$ cat src/rtl/vslc_prog_responder.sv
// Program-memory responder for the vslc instruction-fetch port.
// Serves words with one-cycle latency; program is loaded bit-serially, MSB first.
module vslc_prog_responder #(
    parameter int ADDR_W = 4,
    parameter int DATA_W = 8
) (
    input  logic              clk,
    input  logic              rst_n,
    input  logic              addr_strobe,
    input  logic [ADDR_W-1:0] addr,
    output logic [DATA_W-1:0] instr,
    output logic              instr_valid,
    input  logic              load_en,
    input  logic              load_bit,
    input  logic              load_bit_valid,
    output logic              busy,
    output logic [ADDR_W:0]   prog_len,
    output logic              overflow
);
    localparam int DEPTH = 2 ** ADDR_W;
    localparam int BCW   = $clog2(DATA_W);
    localparam logic [BCW-1:0]  LAST_BIT = BCW'(DATA_W - 1);
    localparam logic [ADDR_W:0] FULL     = (ADDR_W + 1)'(DEPTH);

    typedef enum logic {SERVE, LOAD} state_t;

    state_t            r_state;
    logic [DATA_W-1:0] r_mem [DEPTH];
    logic [DATA_W-2:0] r_shift;
    logic [BCW-1:0]    r_bitcnt;
    logic [ADDR_W:0]   r_len;
    logic              r_ovf;
    logic              r_busy;
    logic [DATA_W-1:0] r_instr;
    logic              r_valid;

    logic              w_full;
    logic              w_hit;
    logic [DATA_W-1:0] w_word;

    assign w_full = (r_len == FULL);
    assign w_hit  = ({1'b0, addr} < r_len);
    assign w_word = {r_shift, load_bit};

    always_ff @(posedge clk or negedge rst_n) begin
        if (!rst_n) begin
            r_state  <= SERVE;
            r_shift  <= '0;
            r_bitcnt <= '0;
            r_len    <= '0;
            r_ovf    <= 1'b0;
            r_busy   <= 1'b0;
            r_instr  <= '0;
            r_valid  <= 1'b0;
            for (int i = 0; i < DEPTH; i++) r_mem[i] <= '0;
        end else begin
            // Response reflects the state during the strobe cycle; LOAD always answers NOP.
            r_valid <= addr_strobe;
            if (addr_strobe)
                r_instr <= (r_state == SERVE && w_hit) ? r_mem[addr] : '0;

            case (r_state)
                SERVE: begin
                    if (load_en) begin
                        r_state  <= LOAD;
                        r_busy   <= 1'b1;
                        r_len    <= '0;
                        r_bitcnt <= '0;
                        r_shift  <= '0;
                        r_ovf    <= 1'b0;
                    end
                end
                LOAD: begin
                    if (load_bit_valid) begin
                        if (w_full) begin
                            r_ovf <= 1'b1;
                        end else begin
                            r_shift <= w_word[DATA_W-2:0];
                            if (r_bitcnt == LAST_BIT) begin
                                r_mem[r_len[ADDR_W-1:0]] <= w_word;
                                r_len    <= r_len + 1'b1;
                                r_bitcnt <= '0;
                            end else begin
                                r_bitcnt <= r_bitcnt + 1'b1;
                            end
                        end
                    end
                    // Leaving LOAD drops any partially shifted word.
                    if (!load_en) begin
                        r_state  <= SERVE;
                        r_busy   <= 1'b0;
                        r_bitcnt <= '0;
                    end
                end
                default: begin
                    r_state <= SERVE;
                    r_busy  <= 1'b0;
                end
            endcase
        end
    end

    assign instr       = r_instr;
    assign instr_valid = r_valid;
    assign busy        = r_busy;
    assign prog_len    = r_len;
    assign overflow    = r_ovf;
endmodule

$ cat config.mk
export PLATFORM = sky130hd
export DESIGN_NAME = vslc_prog_responder
export DESIGN_NICKNAME = d
export VERILOG_FILES = /design/src/rtl/vslc_prog_responder.sv
export SDC_FILE = /design/constraint.sdc
export NUM_CORES = 1
export LEC_CHECK = 0
export CAP_MARGIN = 20
export CORE_ASPECT_RATIO = 0.5
export CORE_MARGIN = 2
export CORE_UTILIZATION = 45
export DETAILED_ROUTE_END_ITERATION = 8
export HOLD_SLACK_MARGIN = 0.08
export PLACE_DENSITY = 0.61
export SLEW_MARGIN = 10
export SYNTH_ARGS = -nofsm -noshare
export SYNTH_HDL_FRONTEND = slang
export SYNTH_SLANG_ARGS = --single-unit
$ cat constraint.sdc
create_clock -name clk -period 6.48 [get_ports clk]
set_input_delay 1.296 -clock clk [delete_from_list [all_inputs] [get_ports clk]]
set_output_delay 1.296 -clock clk [all_outputs]
set_load 0.05 [all_outputs]
### After elaboration in Yosys (flattened, before gate mapping)

Index checks and enable logic that the tools add are counted.

* flip-flop bits (word level): 155
* input bits: 10
* output and inout bits: 16

* add/subtract/negate cells: 2
* $lt $le $gt $ge: 4
* equal/unequal tests: 10
* muxes and demuxes: 30
* bitwise operators: 4
* reduce and logical (&&, ||, !) cells: 8

Operator list (count)
* $bwmux 128: 1
* $bmux 8 s4: 1
* $demux 8 s4: 1
* $mux 8: 4
* $mux 7: 3
* $mux 5: 4
* $mux 3: 5
* $pmux 7 s2: 1
* $ge 5x5->1 const B: 2
* $not 4->5: 2
* $pmux 5 s2: 1
* $reduce_and 3->1: 3
* $ne 2x2->1 const B: 4
* $reduce_and 4->1: 2
* $mux 1: 6
* $ne 3x3->1 const B: 2
* $pmux 3 s2: 1
* $add 5x1->5 const B: 1
* $eq 5x5->1 const B: 1
* $lt 4x5->1: 1
* $lt 5x1->1 const B: 1
* $ne 2x1->1 const B: 2
* $pmux 1 s2: 2
* $add 3x1->3 const B: 1
* 4 further kinds: 6

### Depth between registers and ports, before layout

* word-level depth: 6
* mapped depth: 10

### Worst setup path before layout

No wires, ideal clock.

* path kind: input to register
* from: input port addr[0]
* to: register r_instr[0] (netlist: instr[0])
* library setup time: 152 ps
* arrival: 2632 ps
* required time: 6328 ps
* slack: 3696 ps
* cell stages on the path: 6
* buffers on the path: 2
* cells stage by stage: buf_2 > buf_2 > mux4_2 > a22o_1 > nor2_1 > o22ai_1

* longest elaborated chain between the ends: 5
* elaborated cells on any way between the ends: 7
* classes of those cells: order compare: 1; mux: 4; bitwise: 1; reduce/logical: 1

RTL lines
* start, declared: RTL line 10 `input logic [ADDR_W-1:0] addr,`
* $not 4->5 (not written as such): RTL line 60 `r_instr <= (r_state == SERVE && w_hit) ? r_mem[addr] : '0;`
* $bmux 8 s4: RTL line 60
* $mux 8 (not written as such) (2 in series): RTL line 60
* $mux 8 (*): RTL line 60
* end signal, assigned: RTL line 60
* end, declared: RTL line 34 `logic [DATA_W-1:0] r_instr;`

Mark *: on every way between the ends. The rest lies on a longest branch, timed or not. The select of a mux whose other input is x is not followed.
A chain may end at the register's enable or synchronous reset.

### Worst setup path in the final report

* from: input port addr[1]
* to: register r_instr[3] (netlist: instr[3])

Same word-level chain as after synthesis.

==> summary.md <==
| Metric | Value |
|---|---|
| Antenna viol nets, final | `0` |
| Via count | `roughly 4200` |
| # DRC | `0` |
| DRT Pass-1 Iters | `4` |
| Die area | `roughly 17000 sq um` |
| CTS resizes | `0` |
| Crit path max-delay family | `compound AO/OA/AOI/OAI gates` |
| CTS HTree Levels | `4` |
| Clock Skew | `0.01305 ns` |
| Clk Latency, worst-skew pair | `approximately 0.42 ns` |
| DR iter-0 viols | `233` |
| Fin. Hold Viols | `0` |
| CP peak stage delay | `0.67 ns` |
| Initial antenna violation count | `0` |
| Seq/Total Area, Yosys | `between 50 and 60%` |
| Final Slew Violations | `0` |
| CTS tree | `done` |
| Total core area | `approximately 15000 sq um` |
| Pre-CTS setup slack | `between 2 and 3 ns` |
| PD cells | `254.4 nW/um^2` |
| Die W | `about 180 microns` |
| CTS root buf | `clkbuf_16` |
| Crit path DAT | `around 3.4 ns` |
| Syn Area/Cell | `~14 sq um` |
| CTS hold repair buffers | `0` |
| Total negative slack | `0 ns` |
| Via-per-instance ratio | `around 5.8` |
| Setup ws final | `between 3 and 4 ns` |
| Yosys Warn Count | `0` |
| Diode count | `0` |
| Share of layout cells above drive strength 1 | `39.32%` |
| Starting Density | `a little under half` |
| Pin count of the biggest net entering global routing | `between 100 and 150` |
| CP endpoint kind | `flip-flop` |
| CP Buf/Inv Count | `2` |
| Detailed placement HPWL | `approximately 10000 microns` |
| Status | `complete, no violations` |
| Count of different cell masters after synthesis | `35` |
| CTS Buf Count | `17` |
| I/O pin count | `26` |
| Slowest CP cell | `o2111ai_1` |
| Total power | `between 2 and 2.5 mW` |
| Final period util | `roughly half` |
| Final Core Density | `52.67%` |
| Top fanout value on the critical path | `31` |
| Sink Count | `about 160` |
| Post-synthesis cell area | `roughly 7200 sq um` |
| WL/cell | `~22 microns` |
| Maximum vdd drop | `approximately 0.17 mV` |
| Port Buffer Count | `25` |
| Final setup viols | `0` |
| Clock buffer depth | `2` |
| Mapped Nets | `522` |
| Total GRT Usage | `20.66%` |
| Worst hold path class | `flip-flop to flip-flop` |
| Required time of the worst setup path | `around 6.7 ns` |
| Max-cap violations | `0` |
| Post-Synthesis Cells | `between 500 and 600` |
| Core Rows | `32` |
| Overflow after GRT | `0` |
| Leak Pwr | `between 3 and 4 nW` |
| Routed WL | `around 16000 microns` |
| Fin crit period | `3.180 ns` |
| FF+latch count, synth | `between 150 and 200` |
| Global-route wire length before repair | `25740 microns` |
| Startpoint Class | `input pin` |
| Fin nets | `approximately 540` |
| Clock slew at reported path FFs | `approximately 0.06 ns` |
| Unrepaired setup endpoints after global routing | `no` |
| Critical path class | `input pin to flip-flop` |
| Placer's final routability congestion estimate | `a little under 0.8` |
| Die Ht | `just over 90 microns` |
| Setup Buffers After CTS | `0` |
| Area added between synthesis and finish | `13.72%` |
| Fmax | `roughly 0.31 GHz` |
| Crit-path cells | `clkdlybuf4s50_1, buf_4, ha_1, a21o_1, a21oi_1, o2111ai_1, o22ai_1` |
| Vias in the first global route | `roughly 4400` |
| Worst-Margin Slew | `about 1.1 ns` |
| Worst relative slew slack | `between 20% and 30%` |
[cell usage in the layout, fill, tap and decap left out, types with 10 or more instances in the layout]
cell type,instances
dfrtp_1,155
mux2_2,131
mux4_2,32
nor2_1,28
clkdlybuf4s50_1,23
inv_1,19
clkbuf_16,17
a22o_1,16
nand2_1,14
ha_1,11
o21ai_0,10
o22ai_1,10
[final cells by class]
type                       count  area (sq um)
clock buffer                  18         439.2
clock inverter                14         158.9
fill                        1272          7333
inverter                      19         71.32
multi-input combinational    295          3089
sequential                   155          3879
tap                          204         255.2
timing repair buffer          28         269.0
[worst paths after layout]
check / cells after the start / end / startpoint / slack, ns
max: 7 / instr[3] / addr[1] / 3.30
min: 1 / r_mem[5] / r_mem[5] / 0.50
max reg2reg: 6 / r_shift[0] / r_state / 3.78
min reg2reg: 1 / r_mem[5] / r_mem[5] / 0.50
max in group asynchronous: 2 / r_shift[0] / rst_n / 4.36
min in group asynchronous: 1 / r_mem[73] / rst_n / 0.96
[sequential cells by signal, indices dropped and copies added, names as in the netlist]
name         count
busy             1
instr            8
instr_valid      1
overflow         1
prog_len         5
r_bitcnt         3
r_mem          128
r_shift          7
r_state          1
[synth_stat cells (all sizes together)]
master / n / area (sq um)
dfrtp: 155 / 3879
mux2: 131 / 1475
mux4: 32 / 720.7
nor2: 28 / 105.1
clkbuf: 20 / 86.32
inv: 19 / 71.32
a22o: 16 / 140.1
nand2: 14 / 52.55
buf: 12 / 51.30
ha: 11 / 137.6
o21ai: 10 / 50.05
o22ai: 10 / 62.56
a22oi: 7 / 52.55
nand3: 5 / 45.04
nand4: 5 / 31.28
a21oi: 4 / 20.02
nand2b: 4 / 32.53
a2111oi: 2 / 42.54
a211oi: 2 / 15.01
a21o: 2 / 15.01
nor2b: 2 / 12.51
nor3: 2 / 10.01
xnor2: 2 / 17.52
and2: 1 / 6.260
and4bb: 1 / 12.51
mux2i: 1 / 10.01
o2111ai: 1 / 8.760
or3: 1 / 6.260
or4: 1 / 7.510
[metal layers]
metal  global-route usage [%]  part of all wire (%)  up-vias
met2                    30.96                    44       83
met4                    5.578                  0.99        0
met5                        0                     0        -
met1                    30.50                    49     2244
met3                    4.556                   5.6       16
li1                         -                     -     1883
[per-stage QoR]
step / hold slack (ns) / std cells / area (sq um)
final: 0.5028 / 733 / 8162
after global routing: 0.5157 / 733 / 8162
after CTS: 0.5059 / 733 / 8162
after detailed placement: 0.4903 / 701 / 7564
after global placement: 0.4789 / 701 / 7564
after floorplan: 0.4739 / 501 / 7177
[cell families after synthesis]
| group | synth area share, % |
|---|---|
| and+or+nand+nor | 4.480 |
| buffers and inverters | 2.911 |
| AOI/OAI and AO/OA | 5.666 |
| DFF | 54.04 |
| xor gates and xnor gates | 0.2441 |
| adders and majority gates | 1.918 |
| muxes | 30.74 |
[worst reg2reg max path, cell delays in order, from the launching register on]
cell and delay (ns):
dfrtp_1 0.76, inv_1 0.39, ha_1 0.37, a21o_1 0.34, nor2_1 0.45, a22oi_1 0.11, o21ai_0 0.19
[power breakdown]
part / switching [mW] / internal, mW / leakage, nW
logic: 0.0573 / 0.0250 / 1.31
clock network: 0.420 / 0.586 / 0.294
registers: 0.0156 / 0.972 / 2.16
total: 0.493 / 1.58 / 3.76
Note: power is estimated with default switching activity, not from simulation.
